### src/rtl/decode_pkg.sv
// Shared types for the RV32I decode stage: instruction classes, opcodes and the
// decoded bundle held in the output pipeline register.
package decode_pkg;

  localparam int unsigned XLEN    = 32;
  localparam int unsigned REG_AW  = 5;
  localparam int unsigned OP_W    = 7;
  localparam int unsigned F3_W    = 3;
  localparam int unsigned F7_W    = 7;

  typedef enum logic [3:0] {
    TYPE_INVALID = 4'd0,
    TYPE_R       = 4'd1,
    TYPE_I       = 4'd2,
    TYPE_I_MEM   = 4'd3,
    TYPE_S       = 4'd4,
    TYPE_B       = 4'd5,
    TYPE_U       = 4'd6,
    TYPE_J       = 4'd7
  } instr_type_t;

  localparam logic [OP_W-1:0] OP_LOAD   = 7'b0000011;
  localparam logic [OP_W-1:0] OP_IMM    = 7'b0010011;
  localparam logic [OP_W-1:0] OP_JALR   = 7'b1100111;
  localparam logic [OP_W-1:0] OP_REG    = 7'b0110011;
  localparam logic [OP_W-1:0] OP_STORE  = 7'b0100011;
  localparam logic [OP_W-1:0] OP_BRANCH = 7'b1100011;
  localparam logic [OP_W-1:0] OP_LUI    = 7'b0110111;
  localparam logic [OP_W-1:0] OP_AUIPC  = 7'b0010111;
  localparam logic [OP_W-1:0] OP_JAL    = 7'b1101111;
  localparam logic [OP_W-1:0] OP_FENCE  = 7'b0001111;
  localparam logic [OP_W-1:0] OP_SYSTEM = 7'b1110011;

  typedef struct packed {
    instr_type_t       itype;
    logic [XLEN-1:0]   imm;
    logic [REG_AW-1:0] rs1;
    logic [REG_AW-1:0] rs2;
    logic [REG_AW-1:0] rd;
    logic [F3_W-1:0]   funct3;
    logic [F7_W-1:0]   funct7;
    logic              is_write;
    logic              is_branch;
    logic              is_jump;
    logic              is_mem_read;
    logic              is_mem_write;
    logic              is_illegal;
  } decoded_t;

  // Opcodes with low bits other than 2'b11 fall through to TYPE_INVALID.
  function automatic instr_type_t opcode_type(input logic [OP_W-1:0] op);
    instr_type_t t;
    case (op)
      OP_LOAD:                     t = TYPE_I_MEM;
      OP_IMM, OP_JALR:             t = TYPE_I;
      OP_FENCE, OP_SYSTEM:         t = TYPE_I;
      OP_REG:                      t = TYPE_R;
      OP_STORE:                    t = TYPE_S;
      OP_BRANCH:                   t = TYPE_B;
      OP_LUI, OP_AUIPC:            t = TYPE_U;
      OP_JAL:                      t = TYPE_J;
      default:                     t = TYPE_INVALID;
    endcase
    return t;
  endfunction

endpackage

### src/rtl/decode_pipe_imm_gen.sv
// Combinational immediate generator: sign-extended immediate for each RV32I format.
module imm_gen
  import decode_pkg::*;
(
  input  logic [XLEN-1:0] instr_i,
  input  instr_type_t     type_i,
  output logic [XLEN-1:0] imm_o
);

  always_comb begin
    imm_o = '0;
    case (type_i)
      TYPE_I, TYPE_I_MEM: imm_o = {{20{instr_i[31]}}, instr_i[31:20]};
      TYPE_S:             imm_o = {{20{instr_i[31]}}, instr_i[31:25], instr_i[11:7]};
      TYPE_B:             imm_o = {{19{instr_i[31]}}, instr_i[31], instr_i[7],
                                   instr_i[30:25], instr_i[11:8], 1'b0};
      TYPE_U:             imm_o = {instr_i[31:12], 12'b0};
      TYPE_J:             imm_o = {{11{instr_i[31]}}, instr_i[31], instr_i[19:12],
                                   instr_i[20], instr_i[30:21], 1'b0};
      default:            imm_o = '0;
    endcase
  end

endmodule

### src/rtl/decode_pipe.sv
// RV32I decode stage with one registered output slot, valid/ready flow control,
// flush and load-use bubble insertion.
module decode_pipe
  import decode_pkg::*;
#(
  parameter int unsigned WORD_SIZE     = 32,
  parameter int unsigned PC_WIDTH      = 32,
  parameter int unsigned HAZARD_DETECT = 1,
  parameter int unsigned CNT_WIDTH     = 16
) (
  input  logic                 clock,
  input  logic                 reset,
  input  logic                 in_valid,
  output logic                 in_ready,
  input  logic [XLEN-1:0]      in_instr,
  input  logic [PC_WIDTH-1:0]  in_pc,
  input  logic                 flush,
  output logic                 out_valid,
  input  logic                 out_ready,
  output logic [PC_WIDTH-1:0]  out_pc,
  output instr_type_t          out_type,
  output logic [WORD_SIZE-1:0] out_imm,
  output logic [REG_AW-1:0]    out_rs1,
  output logic [REG_AW-1:0]    out_rs2,
  output logic [REG_AW-1:0]    out_rd,
  output logic [F3_W-1:0]      out_funct3,
  output logic [F7_W-1:0]      out_funct7,
  output logic                 out_is_write,
  output logic                 out_is_branch,
  output logic                 out_is_jump,
  output logic                 out_is_mem_read,
  output logic                 out_is_mem_write,
  output logic                 out_is_illegal,
  output logic [CNT_WIDTH-1:0] stall_count
);

  if (WORD_SIZE != 32) begin : g_bad_word_size
    $error("decode_pipe: only WORD_SIZE=32 is supported");
  end

  logic [OP_W-1:0]      opcode;
  instr_type_t          dec_type;
  logic [XLEN-1:0]      dec_imm;
  decoded_t             dec;
  logic                 is_sys;
  logic                 uses_rs1;
  logic                 uses_rs2;
  logic                 hazard_c;
  logic                 accept_c;

  decoded_t             bundle_q, bundle_d;
  logic [PC_WIDTH-1:0]  pc_q, pc_d;
  logic                 valid_q, valid_d;
  logic [CNT_WIDTH-1:0] cnt_q, cnt_d;

  assign opcode   = in_instr[6:0];
  assign dec_type = opcode_type(opcode);

  imm_gen u_imm_gen (
    .instr_i (in_instr),
    .type_i  (dec_type),
    .imm_o   (dec_imm)
  );

  // Field extraction and control decode for the incoming instruction.
  always_comb begin
    dec          = '0;
    is_sys       = (opcode == OP_FENCE) || (opcode == OP_SYSTEM);
    dec.itype    = dec_type;
    dec.imm      = dec_imm;
    dec.rs1      = in_instr[19:15];
    dec.rs2      = in_instr[24:20];
    dec.rd       = in_instr[11:7];
    dec.funct3   = in_instr[14:12];
    case (dec_type)
      TYPE_R: begin
        dec.funct7   = in_instr[31:25];
        dec.is_write = 1'b1;
      end
      TYPE_I: begin
        dec.rs2      = '0;
        dec.is_write = !is_sys;
        dec.is_jump  = (opcode == OP_JALR);
      end
      TYPE_I_MEM: begin
        dec.rs2         = '0;
        dec.is_write    = 1'b1;
        dec.is_mem_read = 1'b1;
      end
      TYPE_S: begin
        dec.rd           = '0;
        dec.is_mem_write = 1'b1;
      end
      TYPE_B: begin
        dec.rd        = '0;
        dec.is_branch = 1'b1;
      end
      TYPE_U: begin
        dec.rs1      = '0;
        dec.rs2      = '0;
        dec.funct3   = '0;
        dec.is_write = 1'b1;
      end
      TYPE_J: begin
        dec.rs1      = '0;
        dec.rs2      = '0;
        dec.funct3   = '0;
        dec.is_write = 1'b1;
        dec.is_jump  = 1'b1;
      end
      default: begin
        dec.rs2        = '0;
        dec.rd         = '0;
        dec.funct3     = '0;
        dec.is_illegal = 1'b1;
      end
    endcase
    if (dec.rd == '0) dec.is_write = 1'b0;
  end

  assign uses_rs1 = (dec_type == TYPE_R) || (dec_type == TYPE_I) || (dec_type == TYPE_I_MEM) ||
                    (dec_type == TYPE_S) || (dec_type == TYPE_B);
  assign uses_rs2 = (dec_type == TYPE_R) || (dec_type == TYPE_S) || (dec_type == TYPE_B);

  // Load in the output slot whose result the incoming instruction needs.
  if (HAZARD_DETECT != 0) begin : g_hazard
    assign hazard_c = in_valid && valid_q && bundle_q.is_mem_read && (bundle_q.rd != '0) &&
                      ((uses_rs1 && (dec.rs1 == bundle_q.rd)) ||
                       (uses_rs2 && (dec.rs2 == bundle_q.rd)));
  end else begin : g_no_hazard
    assign hazard_c = 1'b0;
  end

  assign in_ready = (!valid_q || out_ready) && !hazard_c && !flush;
  assign accept_c = in_valid && in_ready;

  // Output slot update: flush wins, then accept, then drain.
  always_comb begin
    valid_d  = valid_q;
    bundle_d = bundle_q;
    pc_d     = pc_q;
    cnt_d    = cnt_q;
    if (flush) begin
      valid_d = 1'b0;
    end else if (accept_c) begin
      valid_d  = 1'b1;
      bundle_d = dec;
      pc_d     = in_pc;
    end else if (valid_q && out_ready) begin
      valid_d = 1'b0;
    end
    if (!flush && hazard_c && out_ready && (cnt_q != '1)) begin
      cnt_d = cnt_q + CNT_WIDTH'(1);
    end
  end

  always_ff @(posedge clock or posedge reset) begin
    if (reset) begin
      valid_q  <= 1'b0;
      bundle_q <= '0;
      pc_q     <= '0;
      cnt_q    <= '0;
    end else begin
      valid_q  <= valid_d;
      bundle_q <= bundle_d;
      pc_q     <= pc_d;
      cnt_q    <= cnt_d;
    end
  end

  assign out_valid        = valid_q;
  assign out_pc           = pc_q;
  assign out_type         = bundle_q.itype;
  assign out_imm          = WORD_SIZE'(bundle_q.imm);
  assign out_rs1          = bundle_q.rs1;
  assign out_rs2          = bundle_q.rs2;
  assign out_rd           = bundle_q.rd;
  assign out_funct3       = bundle_q.funct3;
  assign out_funct7       = bundle_q.funct7;
  assign out_is_write     = bundle_q.is_write;
  assign out_is_branch    = bundle_q.is_branch;
  assign out_is_jump      = bundle_q.is_jump;
  assign out_is_mem_read  = bundle_q.is_mem_read;
  assign out_is_mem_write = bundle_q.is_mem_write;
  assign out_is_illegal   = bundle_q.is_illegal;
  assign stall_count      = cnt_q;

  a_hold_stable: assert property (@(posedge clock) disable iff (reset)
    (valid_q && !out_ready && !flush) |=> (valid_q && $stable(bundle_q) && $stable(pc_q)));
  a_no_accept_on_flush: assert property (@(posedge clock) disable iff (reset)
    flush |-> !in_ready);

endmodule

### config.mk
export PLATFORM = sky130hd
export DESIGN_NAME = decode_pipe
export DESIGN_NICKNAME = d
export VERILOG_FILES = /design/src/rtl/decode_pkg.sv /design/src/rtl/decode_pipe_imm_gen.sv /design/src/rtl/decode_pipe.sv
export SDC_FILE = /design/constraint.sdc
export NUM_CORES = 1
export LEC_CHECK = 0
export CAP_MARGIN = 5
export CORE_MARGIN = 5
export CORE_UTILIZATION = 46
export DETAILED_ROUTE_END_ITERATION = 6
export PLACE_DENSITY = 0.85
export SYNTH_ARGS = -nofsm -noshare
export SYNTH_HDL_FRONTEND = slang
export SYNTH_SLANG_ARGS = --single-unit
### constraint.sdc
create_clock -name clock -period 4.55 [get_ports clock]
set_input_delay 0.91 -clock clock [delete_from_list [all_inputs] [get_ports clock]]
set_output_delay 0.91 -clock clock [all_outputs]
set_load 0.01 [all_outputs]
==> impl_metrics.yaml, run 1 <==
worst_setup_path:
  worstPathCellList: "clkdlybuf4s50_1 -> and3b_1 -> a22oi_1 -> o32a_1 -> o21ai_2 -> nand2_1 -> and2_1 -> clkdlybuf4s50_1"
  r2r_cells: 7
  cp_slowest_cell: "clkdlybuf4s50_1"
  end_kind: "output pin"
  regToRegSetupSlack_ns: 2.13
  slowest_delay_ns: 0.64
  path_max_fanout: 9
  crit_arrival_ns: 3.38
  crit_top_cell: "clkdlybuf4s50_1"
  crit_required_ns: 3.64
  setup.worst_path.class: "in2out"
  startpoint_type: "input pin"
sta:
  slew_viol_final: 0
  rsz0062_at_grt: "false"
  worst_pin_slew_ns: 0.8504
  worst_slack_ns: 0.2617
  setup_viol: 0
  finalClockSkew_ns: 0.007800
  slew_headroom_pct: 43.10
  post-route-period-util_pct: 94.25
  hold_viol_final: 0
  fmax_ghz: 0.2332
  period_needed_ns: 4.288
  setup_tns_ns: 0
floorplan:
  die-area_um2: 13960
  pin_count: 186
  initial_core_util_pct: 47.11
  die_h_um: 118.1
  dieWidth_um: 118.1
  rows: 39
  core-area_um2: 11420
final_layout:
  fillers: 851
  diodes: 0
  layout_common_cells: "clkdlybuf4s50_1, dfrtp_1, mux2_2, nor2_1, a21oi_1"
  area_growth_pct: 49.80
  drive_gt1_share_pct: 18.31
  nNetsFinal: 745
  stdcell_count: 831
  final_common_cell: "clkdlybuf4s50_1"
worst_hold_path:
  whs_path_depth: 1
  hold_class: "reg2reg"
synth:
  synth_edf_count: 0
  netlist_instances: 485
  ys_seq_elements: 115
  async_flop_share_pct: 100.0
  ys_seq_area_share_pct: 53.50
  avgSynthCellArea_um2: 11.09
  syn-cell-area_um2: 5379
  synth_nets: 555
  synth_ff_type: "dfrtp_1"
  ys_types: 50
  yosysWarnings: 0
drt:
  met1_length_um: 6341
  firstDrtPassIters: 5
  drt_wl_total_um: 15830
  wl_met3_um: 1545
  route.detailed.drc: 0
  dr_wl_met2_um: 7430
  vias: 4557
  wl_per_cell_um: 19.05
  ant_nets: 0
  highest_layer: "met4"
  via_per_inst: 5.484
  drtIter0Drc: 385
grt:
  grt_pass1_wl_um: 25070
  grt_use_total_pct: 22.35
  grt_max_degree: 102
  antenna_found_initial: 0
  gr-total-overflow: 0
  grt_pass1_vias: 4601
status:
  status: "completed"
clock_network:
  numCtsBuffers: 17
  cts_hold_buf: 0
  cts_tree: "done"
  clk_pin_slew_ns: 0.06
  h-tree-depth: 4
  cts_sinks: 115
  post_cts_resized: 0
  clockRootBuffer: "clkbuf_16"
  cts_buffer_depth: 2
  cts_setup_buffers: 0
  worstSkewPairLatency_ns: 0.41
pwr:
  irDropWorstVdd_mv: 0.2289
  p_switching_uw: 767.9
  power_per_cell_area_nw_per_um2: 395.4
  p_seq_share_pct: 36.4
  pwr-share-comb_pct: 16.1
  clock_power_share_pct: 47.4
  p_leak_nw: 3.545
  switching_share_pct: 24.10
  total_power_mw: 3.186
  intPower_mw: 2.418
run:
  maxCapViolCount: 0
placement:
  port_buffers: 184
  placed_cells: 799
  pre_cts_slack_ns: 0.2961
  place.gp.congestion: 0.8379
  hpwl_um: 11420
[per-layer routing]
layer  track usage, %  up-vias
li1                 -     2094
met1            27.28     2223
met2            34.81      208
met3            9.074       32
met4            10.11        0
met5                0        -
[stage by stage]
stage | hold slack (ns) | utilization, % | cell area, um2
CTS | 0.4940 | 70.57 | 8058
detailed placement | 0.4804 | 64.68 | 7386
finish | 0.4913 | 70.57 | 8058
global placement | 0.4828 | 64.68 | 7386
global route | 0.5105 | 70.57 | 8058
floorplan | 0.5185 | - | 5379
[final timing paths]
kind,from,end
min in group asynchronous,reset,out_pc[18]
max,in_instr[6],in_ready
max reg2reg,out_rd[3],out_pc[13]
min reg2reg,stall_count[7],stall_count[7]
max in group asynchronous,reset,out_imm[19]
min,stall_count[7],stall_count[7]
[critical path, delay by kind of cell]
kind	cells	cell delay, ns
AND/OR/NAND/NOR	3	0.60
buffers and inverters	2	1.12
AO/OA/AOI/OAI	3	0.75
[synthesized netlist by cell type, types with 2 or more instances]
| library cell | instances | area [um2] |
|---|---|---|
| a31oi_1 | 2 | 12.51 |
| inv_1 | 26 | 97.59 |
| buf_2 | 14 | 70.07 |
| nor2_1 | 32 | 120.1 |
| o22ai_1 | 2 | 12.51 |
| o211ai_1 | 5 | 37.54 |
| and2_1 | 3 | 18.77 |
| a21o_1 | 12 | 90.09 |
| xor2_1 | 7 | 61.31 |
| and3_1 | 7 | 43.79 |
| a21oi_1 | 29 | 145.1 |
| nor2b_1 | 21 | 131.4 |
| nand4_1 | 8 | 50.05 |
| and4_1 | 4 | 35.03 |
| mux2_2 | 55 | 619.3 |
| or2_2 | 3 | 18.77 |
| nand2b_1 | 3 | 18.77 |
| buf_4 | 5 | 37.54 |
| nor3b_1 | 2 | 15.01 |
| a31o_2 | 15 | 131.4 |
| mux2i_1 | 3 | 30.03 |
| nand3_1 | 22 | 110.1 |
| dfrtp_1 | 115 | 2878 |
| clkbuf_1 | 7 | 26.28 |
| xnor2_1 | 16 | 140.1 |
| nand2_1 | 16 | 60.06 |
| a22oi_1 | 6 | 45.04 |
| o21ai_0 | 23 | 115.1 |
[state kept, by name (all words and copies together), names as in the netlist, 3 cells and up]
| signal | cells |
|---|---|
| out_type | 3 |
| out_funct7 | 7 |
| out_rs1 | 5 |
| out_funct3 | 3 |
| out_imm | 32 |
| out_rd | 5 |
| out_pc | 32 |
| out_rs2 | 5 |
| stall_count | 16 |
[power by group through the flow]
stage / clock network, mW / registers [mW] / logic, mW
after floorplan: 0 / 1.22 / 0.171
after global placement: 0 / 1.17 / 0.507
after detailed placement: 0 / 1.18 / 0.515
after CTS: 1.53 / 1.16 / 0.520
after global routing: 1.58 / 1.17 / 0.551
final: 1.51 / 1.16 / 0.514
[logic make-up (layout without fill, tap and decap cells)]
group,Yosys count,count (layout),synth area share (%)
compound gates,104,104,12.75
buf+inv,54,257,4.583
xor+xnor,23,23,3.745
flops,115,115,53.50
mux,58,58,12.07
other cells,1,1,0.06972
fa+ha+maj,1,1,0.2326
simple gates,129,129,13.05
[area by class of cell]
class	instances	area [um2]	share of cell area, %
timing repair buffer	199	1967	24.41
sequential	115	2878	35.71
inverter	26	100.1	1.242
multi-input combinational	316	2262	28.07
clock inverter	13	219.0	2.717
clock buffer	19	452.9	5.621
tap	143	178.9	2.221
(Power assumes the default switching activity.)
==> inputs of run 2 (changes only) <==
--- a/config.mk
+++ b/config.mk
@@ -9,7 +9,7 @@
 export CORE_MARGIN = 5
 export CORE_UTILIZATION = 46
 export DETAILED_ROUTE_END_ITERATION = 6
-export PLACE_DENSITY = 0.85
+export PLACE_DENSITY = 0.81
 export SYNTH_ARGS = -nofsm -noshare
 export SYNTH_HDL_FRONTEND = slang
 export SYNTH_SLANG_ARGS = --single-unit
==> impl_metrics.yaml, run 2 (synthesis results as in run 1) <==
status:
  status: "completed"
worst_setup_path:
  end_kind: "output pin"
  startpoint_type: "input pin"
  crit_arrival_ns: 3.43
  crit_required_ns: 3.64
  setup.worst_path.class: "in2out"
  r2r_cells: 7
  path_max_fanout: 9
floorplan:
  dieWidth_um: 118.1
  core-area_um2: 11420
  rows: 39
  die-area_um2: 13960
  die_h_um: 118.1
  initial_core_util_pct: 47.11
  pin_count: 186
clock_network:
  clockRootBuffer: "clkbuf_16"
  cts_sinks: 115
  cts_hold_buf: 0
  cts_setup_buffers: 0
  cts_buffer_depth: 2
  worstSkewPairLatency_ns: 0.41
  clk_pin_slew_ns: 0.05
  post_cts_resized: 0
  cts_tree: "done"
  h-tree-depth: 4
  numCtsBuffers: 17
final_layout:
  layout_common_cells: "clkdlybuf4s50_1, dfrtp_1, mux2_2, nor2_1, a21oi_1"
  final_common_cell: "clkdlybuf4s50_1"
  drive_gt1_share_pct: 17.52
  nNetsFinal: 742
  stdcell_count: 828
  area_growth_pct: 47.34
  postLayoutCoreUtil_pct: 69.41
  diodes: 0
grt:
  use_met1_pct: 27.16
  grt_pass1_wl_um: 25050
  grt.busiest_layer: "met2"
  grt_use_total_pct: 22.44
  antenna_found_initial: 0
  gr-usage-met3_pct: 9.026
  use_met2_pct: 36.22
  grt_pass1_vias: 4639
  gr-total-overflow: 0
  grt_max_degree: 129
drt:
  firstDrtPassIters: 4
  wl_per_cell_um: 18.64
  vias: 4444
  ant_nets: 0
  drt_wl_total_um: 15430
  drtIter0Drc: 380
  via_per_inst: 5.367
  route.detailed.drc: 0
sta:
  setup_viol: 0
  setup_tns_ns: 0
  hold_viol_final: 0
  fmax_ghz: 0.2306
  slew_viol_final: 0
  period_needed_ns: 4.337
  worst_pin_slew_ns: 0.7572
  finalClockSkew_ns: 0.01396
  post-route-period-util_pct: 95.33
  rsz0062_at_grt: "false"
  slew_headroom_pct: 49.34
pwr:
  power_per_cell_area_nw_per_um2: 368.5
  intPower_mw: 2.218
  irDropWorstVdd_mv: 0.2647
  p_switching_uw: 702.3
  p_leak_nw: 3.485
  p_seq_share_pct: 39.8
  switching_share_pct: 24.05
  pwr-share-comb_pct: 17.6
  clock_power_share_pct: 42.6
placement:
  port_buffers: 184
  placed_cells: 796
  hpwl_um: 11460
  place.gp.congestion: 0.8983
worst_hold_path:
  whs_path_depth: 1
  hold_class: "reg2reg"
run:
  maxCapViolCount: 0
==> run 2: cell count changes in the layout (fill, tap and decap cells not counted), sizes merged <==
cell | before | now
inv | 30 | 26
buf | 15 | 12
clkbuf | 19 | 21
bufinv | 5 | 2
clkinv | 3 | 8
==> run 2: path summary, 6_finish.rpt <==
path / start / to / slack [ns]
worst max-delay path: in_instr[5] / in_ready / 0.21
worst min-delay path: stall_count[13] / stall_count[13] / 0.50
worst max register to register: out_rd[3] / out_pc[12] / 2.12
worst min register to register: stall_count[13] / stall_count[13] / 0.50
max in group asynchronous: reset / out_pc[27] / 2.69
min in group asynchronous: reset / out_pc[21] / 0.98
==> run 2: through the flow <==
stage          power (mW)  cell area (um2)  setup slack (ns)  hold WS, ns
2_1_floorplan       1.387             5379            0.5959       0.5185
3_3_place_gp        1.679             7363            0.2196       0.4826
3_5_place_dp        1.695             7363            0.2320       0.4917
4_1_cts             2.956             7925            0.2229       0.5017
5_1_grt             3.055             7925           0.07144       0.5213
6_report            2.921             7925            0.2126       0.4987
==> run 2: power groups by stage <==
stage | Clock (mW) | Sequential (mW) | Combinational (mW)
finish | 1.24 | 1.16 | 0.513
global route | 1.33 | 1.17 | 0.552
CTS | 1.27 | 1.16 | 0.519
detailed placement | 0 | 1.18 | 0.515
global placement | 0 | 1.17 | 0.506
floorplan | 0 | 1.22 | 0.171
==> run 2: final cells by class <==
type	instances	area, um2
flip-flops and latches	115	2878
inverters	26	100.1
clock buffers	21	450.4
multi-input cells	316	2262
repair buffers	196	1944
fillers	877	3493
clock inverters	11	111.4
well taps	143	178.9
==> run 2: routing by layer <==
layer	wire length [um]	part of all wire, %	up-vias
li1	-	-	2088
met5	0	0	-
met3	1374	8.9	19
met1	6066	39	2167
met2	7718	50	170
met4	273	1.8	0
==> run 2: worst max-delay path, stage by stage <==
cell             delay, ns
clkdlybuf4s50_1       0.65
and3b_1               0.31
a22oi_1               0.13
o32a_1                0.38
o21ai_2               0.28
nand2_1               0.11
and2_1                0.17
clkdlybuf4s50_1       0.48
